## config.mk

```make
export PLATFORM = sky130hd
export DESIGN_NAME = qed_dup_scheduler
export DESIGN_NICKNAME = d
export VERILOG_FILES = /design/src/rtl/qed_dup_scheduler.sv
export SDC_FILE = /design/constraint.sdc
export NUM_CORES = 1
export LEC_CHECK = 0
export ABC_CLOCK_PERIOD_IN_PS = 2600
export CAP_MARGIN = 5
export CORE_MARGIN = 5
export CORE_UTILIZATION = 49
export CTS_CLUSTER_DIAMETER = 40
export CTS_CLUSTER_SIZE = 12
export DETAILED_ROUTE_END_ITERATION = 10
export PLACE_DENSITY = 0.78
export SETUP_SLACK_MARGIN = 0.15
export SLEW_MARGIN = 20
export SYNTH_ARGS = -nofsm -noshare
export SYNTH_HDL_FRONTEND = slang
export SYNTH_SLANG_ARGS = --single-unit
export TNS_END_PERCENT = 30
```

## constraint.sdc

```tcl
create_clock -name clk -period 2.6 [get_ports clk]
set_input_delay 0.52 -clock clk [delete_from_list [all_inputs] [get_ports clk]]
set_output_delay 0.52 -clock clk [all_outputs]
set_load 0.1 [all_outputs]
```

## src/rtl/qed_dup_scheduler.sv

```systemverilog
// qed_dup_scheduler
//   Sequencing controller for the QED instruction transformer. It counts
//   originals issued in a sequence, then switches the transformer to its
//   duplicate phase (exec_dup) and counts duplicates. When every original
//   has been matched by a duplicate, it spends one CHECK cycle with
//   qed_ready and hold_IF asserted. That cycle is the consistency check point.
//   dup_req is a free "start duplicates now" choice; it is honoured only
//   when at least one original exists.
//
// Ports
//   clk        in   rising-edge clock
//   resetn     in   asynchronous active-low reset
//   ena        in   global enable; 0 freezes state, counters, exec_dup, hold_IF
//   stall_IF   in   fetch stall; suppresses issue counting
//   vld_out    in   transformer output valid
//   dup_req    in   request to end the original phase early
//   exec_dup   out  registered; transformer emits duplicates
//   hold_IF    out  registered; fetch hold during CHECK
//   qed_ready  out  registered one-cycle pulse at sequence completion
//   orig_cnt   out  originals issued in the current sequence
//   dup_cnt    out  duplicates issued in the current sequence
module qed_dup_scheduler #(
  parameter int MAX_ORIG = 4,
  parameter int CNT_W    = $clog2(MAX_ORIG + 1)
) (
  input  logic             clk,
  input  logic             resetn,
  input  logic             ena,
  input  logic             stall_IF,
  input  logic             vld_out,
  input  logic             dup_req,
  output logic             exec_dup,
  output logic             hold_IF,
  output logic             qed_ready,
  output logic [CNT_W-1:0] orig_cnt,
  output logic [CNT_W-1:0] dup_cnt
);

  typedef enum logic [1:0] {IDLE, ORIG, DUP, CHECK} state_t;

  // One extra bit so the "+ issue" sums can never wrap before comparison.
  localparam int SUM_W = CNT_W + 1;

  state_t           state_reg, state_next;
  logic             exec_dup_reg, exec_dup_next;
  logic             hold_reg, hold_next;
  logic             ready_reg, ready_next;
  logic [CNT_W-1:0] orig_reg, orig_next;
  logic [CNT_W-1:0] dup_reg, dup_next;

  logic             issue;
  logic             orig_full;
  logic [SUM_W-1:0] orig_sum;
  logic [SUM_W-1:0] dup_sum;

  assign issue = ena & vld_out & ~stall_IF;

  // orig_cnt can only already be at MAX_ORIG on entry to ORIG when an issue
  // leaked through CHECK with MAX_ORIG==1; further issues are then dropped
  // so the counter never exceeds its ceiling.
  assign orig_full = (orig_reg == CNT_W'(MAX_ORIG));
  assign orig_sum  = orig_full ? {1'b0, orig_reg}
                               : ({1'b0, orig_reg} + SUM_W'(issue));
  assign dup_sum   = {1'b0, dup_reg} + SUM_W'(issue);

  always_ff @(posedge clk or negedge resetn) begin
    if (!resetn) begin
      state_reg    <= IDLE;
      exec_dup_reg <= 1'b0;
      hold_reg     <= 1'b0;
      ready_reg    <= 1'b0;
      orig_reg     <= '0;
      dup_reg      <= '0;
    end else begin
      state_reg    <= state_next;
      exec_dup_reg <= exec_dup_next;
      hold_reg     <= hold_next;
      ready_reg    <= ready_next;
      orig_reg     <= orig_next;
      dup_reg      <= dup_next;
    end
  end

  always_comb begin
    state_next    = state_reg;
    exec_dup_next = exec_dup_reg;
    hold_next     = hold_reg;
    ready_next    = 1'b0;          // qed_ready is a pulse; also cleared when ena=0
    orig_next     = orig_reg;
    dup_next      = dup_reg;

    if (ena) begin
      case (state_reg)
        IDLE: begin
          // The issue in this cycle is intentionally not counted.
          state_next    = ORIG;
          exec_dup_next = 1'b0;
          hold_next     = 1'b0;
        end
        ORIG: begin
          exec_dup_next = 1'b0;
          orig_next     = orig_sum[CNT_W-1:0];
          if ((orig_sum == SUM_W'(MAX_ORIG)) ||
              (dup_req && (orig_sum != '0))) begin
            state_next    = DUP;
            exec_dup_next = 1'b1;
          end
        end
        DUP: begin
          dup_next = dup_sum[CNT_W-1:0];
          if (dup_sum == {1'b0, orig_reg}) begin
            state_next    = CHECK;
            exec_dup_next = 1'b0;
            hold_next     = 1'b1;
            ready_next    = 1'b1;
          end
        end
        CHECK: begin
          // An issue leaking through the hold is the first original of
          // the next sequence.
          state_next = ORIG;
          hold_next  = 1'b0;
          dup_next   = '0;
          orig_next  = CNT_W'(issue);
        end
        default: state_next = IDLE;
      endcase
    end
  end

  assign exec_dup  = exec_dup_reg;
  assign hold_IF   = hold_reg;
  assign qed_ready = ready_reg;
  assign orig_cnt  = orig_reg;
  assign dup_cnt   = dup_reg;

endmodule
```

## Yosys cells after proc, flatten, opt, wreduce, memory -nomap -nowiden

Index checks and enable logic that the tools add are counted.

| storage, ports and cells | value |
|---|---|
| register bits | 11 |
| bits of input ports | 6 |
| output and inout port bits | 9 |
| word-level logic and storage cells | 47 |

| operators by class | value |
|---|---|
| $add $sub $neg | 2 |
| eq/ne operators | 8 |
| mux-type cells | 14 |
| bitwise operators | 3 |
| reductions and logical operators | 14 |

Operators with widths:

| cell | count |
|---|---|
| $pmux 3 s2 | 2 |
| $reduce_and 3->1 | 3 |
| $add 3x1->4 | 2 |
| $mux 1 | 6 |
| $pmux 2 s3 | 1 |
| $reduce_bool 2->1 | 3 |
| $eq 2x2->1 const B | 2 |
| $eq 4x3->1 | 1 |
| $eq 4x3->1 const B | 1 |
| $mux 2 | 2 |
| $mux 4 | 1 |
| $ne 2x2->1 const B | 2 |
| $reduce_and 2->1 | 2 |
| $reduce_bool 4->1 | 1 |
| $eq 3x3->1 const B | 1 |
| $pmux 1 s3 | 1 |
| $reduce_bool 3->1 | 1 |
| $and 1x1->1 | 2 |
| $eq 2x1->1 const B | 1 |
| $logic_not 2->1 | 1 |
| $pmux 1 s2 | 1 |
| $reduce_or 2->1 | 1 |
| $logic_and 1x1->1 | 1 |
| $logic_or 1x1->1 | 1 |
| $not 1->1 | 1 |

## Logic depth before layout (Yosys ltp)

Gate-level depths: netlist of run 1.

| depth | value |
|---|---|
| depth in word-level cells | 9 |
| mapped depth | 9 |
| depth with buffers taken out | 9 |

## Least setup slack after synthesis of run 1

OpenSTA, ideal clock, no wires.

| timing | value |
|---|---|
| kind | register to register |
| start | register dup_reg[0] (netlist: dup_cnt[0]) |
| end | register exec_dup_reg (netlist: exec_dup) |
| setup time | 126 ps |
| arrival | 2410 ps |
| required time | 2474 ps |
| setup slack | 64 ps |
| cell stages (with the launch flop) | 8 |
| buffers on the path | 0 |
| clock period less this slack | 2536 ps |
| path through | dfrtp_1 ha_1 ha_1 xnor3_1 nand4_2 a21bo_4 nor2_2 mux2_4 |

| on the way | value |
|---|---|
| longest elaborated chain between the ends | 4 |

Ends and longest elaborated chain:

| what | line | text |
|---|---|---|
| from (decl) | 49 | `logic [CNT_W-1:0] dup_reg, dup_next;` |
| from (signal assigned) | 80 | `dup_reg <= dup_next;` |
| $add 3x1->4 | 64 | `assign dup_sum = {1'b0, dup_reg} + SUM_W'(issue);` |
| $eq 4x3->1 | 111 | `if (dup_sum == {1'b0, orig_reg}) begin` |
| $ne 2x2->1 (no source line) | -- |  |
| $reduce_and 3->1 (no source line) | -- |  |
| to (signal assigned) | 76 | `exec_dup_reg <= exec_dup_next;` |
| to (decl) | 45 | `logic exec_dup_reg, exec_dup_next;` |

Every way passes these cells.
A chain may end at the register's enable or synchronous reset.

## Worst setup path in the final report of run 1

| timing | value |
|---|---|
| start | input port vld_out |
| end | register exec_dup_reg (netlist: exec_dup) |

| on the way | value |
|---|---|
| longest elaborated chain between the ends | 9 |
| elaborated cells between the ends (all ways) | 14 |
| classes of those cells | 2 x add/sub; 3 x eq/ne; 3 x mux; 2 x bitwise; 4 x reduce/logical |

Ends and longest elaborated chain:

| what | line | text |
|---|---|---|
| from (decl) | 30 | `input logic vld_out,` |
| $and 1x1->1 (*) (2 in a row) | 56 | `assign issue = ena & vld_out & ~stall_IF;` |
| $add 3x1->4 | 63 | `: ({1'b0, orig_reg} + SUM_W'(issue));` |
| $mux 4 | 62 | `assign orig_sum = orig_full ? {1'b0, orig_reg}` |
| $reduce_bool 4->1 | 104 | `(dup_req && (orig_sum != '0))) begin` |
| $logic_and 1x1->1 | 104 |  |
| $logic_or 1x1->1 | 103 | `if ((orig_sum == SUM_W'(MAX_ORIG)) \|\|` |
| $mux 1 | 103 |  |
| $pmux 1 s3 | 93 | `case (state_reg)` |

Every way passes the cells marked *; elsewhere a longest branch is shown, timed or not.

==> flow_metrics.env, run 1 <==
export IMPL_yosys_cell_types_count=28
export IMPL_numClockSinks=11
export IMPL_min_to="hold_IF$_DFFE_PN0P_"
export IMPL_htree_num_levels=1
export IMPL_via_per_inst=5.70
export IMPL_ant_nets=0
export IMPL_cts_tree="built"
export IMPL_syn_instance_count=78
export IMPL_ys_seq_elements=11
export IMPL_die_y_um=49.1
export IMPL_synth_top_cell_area_share_pct=36.8
export IMPL_min_from="hold_IF$_DFFE_PN0P_"
export IMPL_yosysMostFrequentCell="dfrtp_1"
export IMPL_skew_ps=6.64
export IMPL_r2r_cells=8
export IMPL_vias=667
export IMPL_area_growth_pct=40.0
export IMPL_min_period_over_period_pct=92.1
export IMPL_clock_latency_ps=280
export IMPL_max_cap_violations=0
export IMPL_hold_violations=0
export IMPL_setup_slack_ps=205
export IMPL_setup_viol_count_final=0
export IMPL_dr_pass1_iters=4
export IMPL_rsz0062_at_grt="true"
export IMPL_pre_cts_ws_ps=-225
export IMPL_drv_slew=0
export IMPL_status="complete, no violations"
export IMPL_tightest_slew_ps=521
export IMPL_drc=0
export IMPL_dieArea_um2=2410
export IMPL_grt_start_max_net_pins=14
export IMPL_nets=115
export IMPL_grt_overflow_total=0
export IMPL_postSynth_asyncResetShare_pct=100
export IMPL_grt_pass1_wl_um=2730
export IMPL_cts_buffer_depth=2
export IMPL_path_clk_slew_ps=80
export IMPL_antenna_found_initial=0
export IMPL_synth_area_leader_cell="dfrtp_1"
export IMPL_yosys_top_cells_count="dfrtp_1, inv_1, ha_1"
export IMPL_critPathCaptureType="register"
export IMPL_r2r_start="orig_cnt[0]$_DFFE_PN0P_"
export IMPL_dp_hpwl_um=1170
export IMPL_wirelength_um=1710
export IMPL_synth_edff_count=0
export IMPL_whs_path_depth=2
export IMPL_slew_headroom_pct=65.1
export IMPL_worstPathArrival_ps=2570
export IMPL_path_class="primary input to register"
export IMPL_crit_path_start_kind="primary input"
export IMPL_coreArea_um2=1470
export IMPL_max_freq_ghz=0.417
export IMPL_reg2reg_to="state_reg[1]$_DFFE_PN0P_"
export IMPL_first_global_vias=651
export IMPL_utilization_pct=71.2
export IMPL_grt_usage_pct=14.7
export IMPL_synth_ff_type="dfrtp_1"
export IMPL_hp_class="register to register"
export IMPL_routedWlPerCell_um=14.6
export IMPL_synth_net_count=91
export IMPL_start_util_pct=50.9
export IMPL_gp_congestion=0.780
export IMPL_avgSynthCellArea_um2=9.59
export IMPL_synth_area_leaders="dfrtp_1, ha_1, o22ai_1, inv_1, nand2_1"
export IMPL_rrSetupSlack_ps=620
export IMPL_drtIter0Drc=13
export IMPL_final_cell_area_um2=1050
export IMPL_portBuffers=14
export IMPL_cts_buffers=3
export IMPL_seq_area_frac_synth_pct=36.8
export IMPL_rows=14
export IMPL_diodes=0
export IMPL_clock_root_buffer="clkbuf_4"
export IMPL_yosys_warnings=0
export IMPL_startpoint="vld_out"
export IMPL_place_area_um2=918
export IMPL_syn_cell_area_um2=748
export IMPL_num_io_pins=15
export IMPL_post_route_min_period_ps=2400
export IMPL_die_width_um=49.1
export IMPL_crit_required_ps=2780
export IMPL_critPathMaxFanout=4
export IMPL_drive_gt1_share_pct=36.6
## logic make-up after synthesis
family	count (synthesis)	share of synthesized area, %
AND/OR/NAND/NOR	18	12.2
buffers and inverters	11	6.02
flip-flops	11	36.8
XOR/XNOR	3	5.35
AO/OA/AOI/OAI	26	24.6
multiplexers	2	3.34
adder cells (fa/ha/maj)	7	11.7
## worst max-delay path, stage by stage
cell and delay, ps:
clkdlybuf4s50_1 470, nand2_2 60, nor2_4 180, ha_4 170, ha_4 200, xnor2_2 160, nand4_2 130, a21bo_4 270
nor2_2 100, mux2_4 300
## through the flow
step	TNS (ps)	hold slack, ps	instances
floorplan	0	224	78
global placement	-259	500	111
detailed placement	-584	507	111
CTS	0	530	115
global route	0	550	117
finish	0	521	117
## cell type report
class | instances | area (µm²)
flip-flops and latches | 11 | 278
fillers | 105 | 424
well taps | 16 | 20.0
multi-input cells | 56 | 513
inverters | 8 | 30.0
repair buffers | 22 | 180
clock buffers | 4 | 26.3
## timing repair
item                       CTS  global route
hold buffers                 0             0
setup endpoints to repair    2             3
pin swaps                    0             8
setup buffers                0             2
gates resized for setup      2            14
## cells in the final DEF (no fill, tap or decap), types with 2 or more instances in the layout
| cell type | instances |
|---|---|
| clkdlybuf4s50_1 | 4 |
| o211ai_1 | 2 |
| o22ai_1 | 6 |
| buf_4 | 17 |
| clkbuf_4 | 3 |
| o21ai_0 | 3 |
| nand3_1 | 3 |
| nand2_2 | 2 |
| ha_1 | 4 |
| o21a_1 | 3 |
| inv_1 | 8 |
| ha_4 | 3 |
| nand2_1 | 4 |
| dfrtp_2 | 2 |
| a21oi_1 | 3 |
| dfrtp_1 | 9 |
| nor2_1 | 3 |
## metal layers
metal / vias up / global-route usage [%] / routed length (µm)
met2: 16 / 23.2 / 814
met5: - / 0 / 0
met1: 317 / 17.8 / 798
met4: 0 / 9.42 / 36
met3: 3 / 3.06 / 60
li1: 331 / - / -
## worst max-delay path by stage
stage / depth (start not counted) / slack [ps] / end
3_3_place_gp: 10 / -140 / exec_dup$_DFFE_PN0P_
3_5_place_dp: 10 / -230 / state_reg[1]$_DFFE_PN0P_
5_1_grt: 10 / 110 / exec_dup$_DFFE_PN0P_
6_report: 10 / 200 / exec_dup$_DFFE_PN0P_
2_1_floorplan: 6 / 230 / exec_dup$_DFFE_PN0P_
4_1_cts: 10 / 120 / exec_dup$_DFFE_PN0P_
Power of run 1 is not shown: default switching activity piles up to over one toggle a cycle in this logic, so the estimate is an artifact.
==> run 2, diff against run 1 <==
CORE_UTILIZATION = 55   (was 49)
DONT_BUFFER_PORTS = 1   (was not set)
GPL_ROUTABILITY_DRIVEN = 0   (was not set)
PLACE_DENSITY = 0.71   (was 0.78)
==> run 2 against run 1 <==
Net effect: count of clock-buffer cells in the layout did not move; cell count fell by 13%; critical path type is now register to register; largest cell class unchanged; worst hold slack got worse by 170 ps; via count fell by 11%; die area fell by 8.7%; non-clock buffer count fell by 14; cell area fell by 19%; sequential cell count did not move; first-iteration DRC count rose by 23%; register-to-register slack got worse by 97 ps; highest routed layer unchanged; core utilization fell by 6.4 points.
==> flow_metrics.env, run 2 (synthesis gave the netlist of run 1 again) <==
export IMPL_status="complete, no violations"
export IMPL_dieArea_um2=2200
export IMPL_via_per_inst=5.84
export IMPL_dp_hpwl_um=1190
export IMPL_crit_required_ps=2750
export IMPL_dpl_cell_count=97
export IMPL_dr_pass1_iters=4
export IMPL_min_period_over_period_pct=79.9
export IMPL_routedWlPerCell_um=15.0
export IMPL_num_io_pins=15
export IMPL_cp_num_buf_inv=0
export IMPL_htree_num_levels=1
export IMPL_die_width_um=46.9
export IMPL_grt_overflow_total=0
export IMPL_rrSetupSlack_ps=520
export IMPL_max_freq_ghz=0.481
export IMPL_final_cells=102
export IMPL_vias=596
export IMPL_grt_usage_pct=16.6
export IMPL_min_from="ena"
export IMPL_max_cap_violations=0
export IMPL_die_y_um=46.9
export IMPL_crit_path_start_kind="register"
export IMPL_reg2reg_to="exec_dup$_DFFE_PN0P_"
export IMPL_drc=0
export IMPL_rows=13
export IMPL_slew_headroom_pct=39.8
export IMPL_grt_pass1_wl_um=2570
export IMPL_setup_viol_count_final=0
export IMPL_drive_gt1_share_pct=20.7
export IMPL_endpoint="exec_dup$_DFFE_PN0P_"
export IMPL_cts_buffer_depth=2
export IMPL_area_growth_pct=12.7
export IMPL_skew_ps=0.476
export IMPL_portBuffers=0
export IMPL_final_cell_mix="dfrtp_1, inv_1, ha_1, buf_4"
export IMPL_nets=101
export IMPL_clock_root_buffer="clkbuf_4"
export IMPL_r2r_start="dup_cnt[0]$_DFFE_PN0P_"
export IMPL_cpMostUsedCell="ha_1"
export IMPL_ant_nets=0
export IMPL_slowest_stage="dfrtp_2"
export IMPL_numClockSinks=11
export IMPL_antenna_found_initial=0
export IMPL_wirelength_um=1530
export IMPL_hold_violations=0
export IMPL_final_common_cell="dfrtp_1"
export IMPL_critPathCaptureType="register"
export IMPL_slowest_delay_ps=410
export IMPL_tns_ps=0
export IMPL_path_class="register to register"
export IMPL_drtIter0Drc=16
export IMPL_r2r_cells=7
export IMPL_cts_tree="built"
export IMPL_crit_family="adder cells"
export IMPL_fillers=112
export IMPL_tightest_slew_ps=904
export IMPL_worstPathArrival_ps=2230
export IMPL_worstSetupPathDepth=7
export IMPL_rsz0062_at_grt="false"
export IMPL_critPathMaxFanout=5
export IMPL_path_clk_slew_ps=70
export IMPL_startpoint="dup_cnt[0]$_DFFE_PN0P_"
export IMPL_hp_class="primary input to register"
export IMPL_coreArea_um2=1300
export IMPL_start_util_pct=57.5
export IMPL_post_route_min_period_ps=2080
export IMPL_grt_start_max_net_pins=15
export IMPL_diodes=0
export IMPL_drv_slew=0
export IMPL_cts_buffers=3
export IMPL_path_cells="ha_1 -> ha_1 -> xnor3_1 -> nand4_2 -> a21bo_4 -> nor2_2 -> mux2_4"
export IMPL_clock_latency_ps=260
export IMPL_first_global_vias=583
==> run 2: cell type report <==
cell class / instances / area (µm²) / area share, %
Sequential cell: 11 / 278 / 32.9
Timing Repair Buffer: 8 / 62.6 / 7.42
Clock buffer: 4 / 26.3 / 3.12
Inverter: 8 / 30.0 / 3.56
Tap cell: 15 / 18.8 / 2.23
Multi-Input combinational cell: 56 / 428 / 50.7
==> run 2: per-stage QoR <==
step / hold WS (ps) / utilization, % / worst slack (ps) / area, µm²
4_1_cts: 346 / 64.8 / 514 / 843
3_3_place_gp: 225 / 62.0 / 339 / 807
3_5_place_dp: 225 / 62.0 / 281 / 807
5_1_grt: 345 / 64.8 / 421 / 843
2_1_floorplan: 224 / - / 226 / 751
6_report: 356 / 64.8 / 523 / 843
==> run 2: repair_timing <==
item                                   4_1_cts  5_1_grt
resized for setup                            0        0
endpoints found under the hold margin       11        0
hold buffers                                 1        0
buffers inserted                             0        0
==> run 2: worst min-delay path by stage <==
stage / endpoint / slack, ps / depth (start not counted)
after CTS: dup_cnt[1]$_DFFE_PN0P_ / 350 / 1
after detailed placement: orig_cnt[2]$_DFFE_PN0P_ / 220 / 0
after global placement: orig_cnt[2]$_DFFE_PN0P_ / 220 / 0
after floorplan: dup_cnt[0]$_DFFE_PN0P_ / 220 / 0
final: dup_cnt[2]$_DFFE_PN0P_ / 360 / 1
after global routing: dup_cnt[0]$_DFFE_PN0P_ / 340 / 1
==> run 2: layer usage <==
layer	global-route usage [%]	wire length, µm
met3	4.60	80
met2	27.6	804
met5	0	0
met4	7.73	12
met1	19.6	635
Power of run 2 is left out for the same reason.
